<file path="src/rtl/fetch_pkg.sv">
// Shared types and constants for the instruction-fetch stage.
package fetch_pkg;

    localparam int FETCH_WORD_W  = 32;
    localparam int FETCH_Q_DEPTH = 2;
    localparam int FETCH_CNT_W   = $clog2(FETCH_Q_DEPTH + 1);

    typedef struct packed {
        logic [FETCH_WORD_W-1:0] pc;
        logic [FETCH_WORD_W-1:0] instr;
    } fetch_entry_t;

endpackage

</file>
<file path="src/rtl/fetch_buffer.sv">
// Two-entry response queue between instruction memory and IF/ID.
// Slot 0 is always the head; a pop shifts slot 1 forward.
module fetch_buffer
    import fetch_pkg::*;
(
    input  logic                   clk,
    input  logic                   rst,
    input  logic                   push,
    input  fetch_entry_t           push_entry,
    input  logic                   pop,
    input  logic                   flush,
    output fetch_entry_t           head,
    output logic [FETCH_CNT_W-1:0] count
);

    fetch_entry_t           slot0_q;
    fetch_entry_t           slot1_q;
    logic [FETCH_CNT_W-1:0] count_q;
    logic                   do_pop;
    logic                   do_push;
    logic                   full;

    assign full    = (count_q == FETCH_CNT_W'(FETCH_Q_DEPTH));
    assign do_pop  = pop && (count_q != '0);
    // The upstream credit check keeps this from ever dropping a response.
    assign do_push = push && (!full || do_pop);

    always_ff @(posedge clk or negedge rst) begin
        if (!rst) begin
            slot0_q <= '0;
            slot1_q <= '0;
            count_q <= '0;
        end else if (flush) begin
            slot0_q <= '0;
            slot1_q <= '0;
            count_q <= '0;
        end else begin
            case ({do_push, do_pop})
                2'b10: begin
                    if (count_q == '0) begin
                        slot0_q <= push_entry;
                    end else begin
                        slot1_q <= push_entry;
                    end
                    count_q <= count_q + FETCH_CNT_W'(1);
                end
                2'b01: begin
                    slot0_q <= slot1_q;
                    count_q <= count_q - FETCH_CNT_W'(1);
                end
                2'b11: begin
                    if (count_q == FETCH_CNT_W'(1)) begin
                        slot0_q <= push_entry;
                    end else begin
                        slot0_q <= slot1_q;
                        slot1_q <= push_entry;
                    end
                end
                default: ;
            endcase
        end
    end

    assign head  = slot0_q;
    assign count = count_q;

endmodule

</file>
<file path="src/rtl/fetch_stage.sv">
// Instruction-fetch stage: owns the fetch PC, issues reads to a 1-cycle
// synchronous instruction memory and presents buffered results to IF/ID.
module fetch_stage
    import fetch_pkg::*;
#(
    parameter int                WORD_W   = FETCH_WORD_W,
    parameter int                ADDR_W   = 10,
    parameter logic [WORD_W-1:0] RESET_PC = '0
) (
    input  logic              clk,
    input  logic              rst,
    input  logic              stall,
    input  logic              branch_taken,
    input  logic [WORD_W-1:0] branch_target,
    output logic [ADDR_W-1:0] imem_addr,
    input  logic [WORD_W-1:0] imem_rdata,
    output logic [WORD_W-1:0] pc_out,
    output logic [WORD_W-1:0] instruction,
    output logic              valid
);

    logic [WORD_W-1:0]      fpc_q;
    logic [WORD_W-1:0]      req_pc_q;
    logic                   req_q;
    logic                   pop;
    logic                   push;
    logic                   issue;
    logic [2:0]             occupancy;
    logic [FETCH_CNT_W-1:0] buf_count;
    fetch_entry_t           head;
    fetch_entry_t           push_entry;

    assign valid = (buf_count != '0);
    assign pop   = valid && !stall && !branch_taken;
    assign push  = req_q && !branch_taken;

    // Credit check: queued + in-flight, minus what leaves this cycle, must
    // leave room for the response to the read issued now.
    assign occupancy = {1'b0, buf_count} + {2'b00, req_q};
    assign issue     = !branch_taken && (occupancy <= ({2'b00, pop} + 3'd1));

    assign push_entry.pc    = req_pc_q;
    assign push_entry.instr = imem_rdata;

    always_ff @(posedge clk or negedge rst) begin
        if (!rst) begin
            fpc_q    <= RESET_PC;
            req_q    <= 1'b0;
            req_pc_q <= '0;
        end else if (branch_taken) begin
            fpc_q <= branch_target;
            req_q <= 1'b0;
        end else begin
            req_q <= issue;
            if (issue) begin
                fpc_q    <= fpc_q + WORD_W'(1);
                req_pc_q <= fpc_q;
            end
        end
    end

    fetch_buffer u_buffer (
        .clk        (clk),
        .rst        (rst),
        .push       (push),
        .push_entry (push_entry),
        .pop        (pop),
        .flush      (branch_taken),
        .head       (head),
        .count      (buf_count)
    );

    assign imem_addr   = fpc_q[ADDR_W-1:0];
    assign pc_out      = valid ? head.pc : '0;
    assign instruction = valid ? head.instr : '0;

endmodule
</file>
<file path="config.mk">
export PLATFORM = sky130hd
export DESIGN_NAME = fetch_stage
export DESIGN_NICKNAME = d
export VERILOG_FILES = /design/src/rtl/fetch_pkg.sv /design/src/rtl/fetch_buffer.sv /design/src/rtl/fetch_stage.sv
export SDC_FILE = /design/constraint.sdc
export NUM_CORES = 1
export LEC_CHECK = 0
export BUFFER_PORTS_ARGS = -buffer_cell sky130_fd_sc_hd__buf_2
export CAP_MARGIN = 20
export CORE_ASPECT_RATIO = 1.1
export CORE_MARGIN = 2
export CORE_UTILIZATION = 45
export DETAILED_ROUTE_END_ITERATION = 7
export GPL_ROUTABILITY_DRIVEN = 0
export HOLD_SLACK_MARGIN = 0.12
export PLACE_DENSITY = 0.65
export SETUP_SLACK_MARGIN = 0.15
export SLEW_MARGIN = 20
export SYNTH_ARGS = -nofsm -noshare
export SYNTH_HDL_FRONTEND = slang
export SYNTH_SLANG_ARGS = --single-unit
export TNS_END_PERCENT = 1
</file>
<file path="constraint.sdc">
create_clock -name clk -period 7.4 [get_ports clk]
set_clock_uncertainty 0.05 [all_clocks]
set_input_delay 1.48 -clock clk [delete_from_list [all_inputs] [get_ports clk]]
set_output_delay 1.48 -clock clk [all_outputs]
set_load 0.05 [all_outputs]
</file>
==> run summary <==
Clock latency at the later pin of the worst-skew pair: 430 ps
Fin. max-slew vios: 0
Final cell count without fillers: 1,413
LEAKAGE: 4.77 nW
Final WL: 22,600 µm
Crit share post-route: 62.2%
Row count: 56
Vias in the first global route: 7,100
Number of synthesized flops with an enable pin: 0
Crit path capture: fpc_q[15]
Post-DP HPWL: 14,300 µm
Post-route ant nets: 0
TritonCTS Buffers: 17
Die X: 143 µm
Initial Util: 45.4%
Initial antenna violation count: 1
Setup bufs post-CTS: 0
Critical path class: input pin to flop
FF-to-FF End: fpc_q[15]
Seq cells post-synth: 195
Setup TNS: 0 ps
R2r setup slk: 3630 ps
Clock tree buffer depth: 2
GRT Resource Usage Total: 20.8%
VDD IR-drop max: 0.184 mV
Die area: 22,500 µm²
Via total after detailed routing: 7,471
RSZ-0062 raised after global routing: false
Total global routing overflow: 0
R2R depth: 9
Share of flip-flops with an asynchronous set or reset: 100%
Worst path cell trace: buf_2 > buf_4 > or3_1 > fa_1 > or3b_2 > a21oi_2 > buf_4 > nor4_1 > a211o_1
Worst Hold Class: flop to flop
Status: finished, final reports clean
Drt pass-1 iters: 5
CP max stage cell: a21oi_2
Initial DRC Count: 460
Largest stage delay on the critical path: 620 ps
Required @ worst endpoint: 7670 ps
Clock slew at reported path FFs: 70 ps
Tmin final: 4600 ps
Pwr dens: 406 nW/µm²
First-pass GRT wire length: 37,300 µm
Syn Nets: 1,095
Worst path most repeated cell: buf_4
Post-Synthesis Cells: 1,019
Commonest register cell after synthesis: dfrtp_1
Avg Vias per Cell: 5.29
Post-CTS sizing: 0
Placed Instances: 1,381
Worst setup SP type: input pin
Final core area utilization: 52.1%
Synth Area per Inst: 9.43 µm²
Peak Freq: 217 MHz
Crit end category: flop
Least-Margin Pin Slew: 1070 ps
Area grow syn2layout: 14.7%
Ant. Diodes: 0
Clock root cell: clkbuf_16
Sinks on the clock net: 195
Synth Warn #: 0
Final nets: 1,186
Core area: 21,200 µm²
Yosys cell types: 48
Relative slew slack: 28.2%
Max H-tree Level: 4
Crit path max fanout: 67
Routed WL per cell: 16.0 µm
Post-CTS Hold Fix Bufs: 0
Final setup fails: 0
Final-report hold violation count: 0
Post-synthesis sequential area ratio: 50.8%
Worst EP arrival: 4870 ps
Die Y: 157 µm
Reg-to-reg startpoint: u_buffer.count[1]
Post-Syn Area: 9610 µm²
DRC Markers: 0
CTS tree: built
Fillcell total: 2,022
CP Launch Point: branch_taken
Layout cells sized above 1: 20.2%
I/O pin cnt: 143
Max cap viols: 0
I/O Buffers: 142
Largest net degree at the start of global routing: 129
[where the power goes]
part / total (W) / switching, W / internal (W)
registers: 0.00168 / 0.000252 / 0.00143
clock network: 0.000904 / 0.000405 / 0.000500
logic: 0.00189 / 0.00128 / 0.000609
total: 0.00447 / 0.00194 / 0.00254
[how the worst min path moves through the flow]
| stage | from | endpoint | slack [ps] | cells past startpoint |
|---|---|---|---|---|
| finish | u_buffer.head[46] | u_buffer.head[46] | 420 | 2 |
| global route | u_buffer.head[46] | u_buffer.head[46] | 440 | 2 |
| CTS | u_buffer.head[27] | u_buffer.head[27] | 430 | 2 |
| detailed placement | u_buffer.head[46] | u_buffer.head[46] | 410 | 2 |
| global placement | u_buffer.head[27] | u_buffer.head[27] | 400 | 2 |
| floorplan | u_buffer.head[0] | u_buffer.head[0] | 390 | 2 |
[registers in the layout, summed over array words and instances (netlist names)]
| signal | cells |
|---|---|
| u_buffer.count | 2 |
| req_q | 1 |
| req_pc_q | 32 |
| u_buffer.slot1_q | 64 |
| u_buffer.head | 64 |
| fpc_q | 32 |
[placed cells by master (no fill, tap or decap), types with 8 or more instances in the layout]
| cell | n |
|---|---|
| a21oi_1 | 10 |
| a31oi_1 | 9 |
| buf_2 | 141 |
| buf_4 | 11 |
| clkbuf_16 | 17 |
| dfrtp_1 | 195 |
| inv_1 | 8 |
| mux2_2 | 32 |
| mux2i_1 | 66 |
| nand2_1 | 217 |
| nand3_1 | 29 |
| nand4_1 | 18 |
| nor2_1 | 20 |
| nor2b_1 | 78 |
| nor3_1 | 9 |
| nor4_1 | 8 |
| o21ai_0 | 147 |
| or3_1 | 10 |
| or4_1 | 12 |
[per-layer routing]
| layer | track usage [%] | routed length (µm) | vias to the layer above |
|---|---|---|---|
| met5 | 0 | 14 | - |
| met4 | 5.88 | 326 | 2 |
| met3 | 3.77 | 1040 | 22 |
| met2 | 32.0 | 10200 | 187 |
| met1 | 30.1 | 11000 | 3553 |
| li1 | - | - | 3707 |
[kinds of logic after synthesis]
| group | after synthesis | share of synthesized area (%) |
|---|---|---|
| simple gates | 422 | 21.3 |
| buf+inv | 91 | 4.30 |
| fa+ha+maj | 8 | 1.12 |
| compound gates | 203 | 11.7 |
| mux | 98 | 10.6 |
| xor+xnor | 2 | 0.182 |
| flops | 195 | 50.8 |
[metrics by stage]
stage	power, W	hold WS, ps	cell area [µm²]	worst slack, ps
after floorplan	0.00313	392	9610	3370
after global placement	0.00356	403	10500	2450
after detailed placement	0.00361	412	10500	2370
after CTS	0.00452	427	11000	2820
after global routing	0.00478	438	11000	2640
final	0.00447	421	11000	2800
[worst max-delay path, delay by kind of cell]
kind | cells | cell delay [ps]
fa+ha+maj | 1 | 600
buf+inv | 3 | 750
compound gates | 2 | 870
simple gates | 3 | 1150
[cell usage after synthesis (all sizes together), types with 2 or more instances]
cell type	count	area [µm²]
nand2	217	815
dfrtp	195	4880
o21ai	148	741
nor2b	78	488
mux2i	66	661
clkbuf	56	210
mux2	32	360
nand3	31	165
buf	26	169
nor2	21	78.8
nand4	18	113
or4	13	101
a21oi	12	60.1
a31oi	10	62.6
or3	10	62.6
inv	9	33.8
nor3	9	45.0
nor4	8	50.1
ha	7	87.6
o31ai	6	45.0
a22o	5	43.8
o211ai	5	37.5
a211oi	4	30.0
and3	4	25.0
and4	3	26.3
nand3b	3	22.5
o21a	3	22.5
a211o	2	17.5
a221oi	2	17.5
a22oi	2	15.0
and2	2	12.5
xnor2	2	17.5
[layout make-up]
| cell class | count | area [µm²] | share of cell area [%] |
|---|---|---|---|
| clock buffers | 20 | 437 | 3.96 |
| clock inverters | 12 | 131 | 1.19 |
| inverters | 9 | 33.8 | 0.306 |
| multi-input cells | 733 | 4370 | 39.6 |
| flip-flops and latches | 195 | 4880 | 44.3 |
| well taps | 290 | 363 | 3.29 |
| repair buffers | 154 | 813 | 7.38 |
Power figures use the tool's default switching activity.
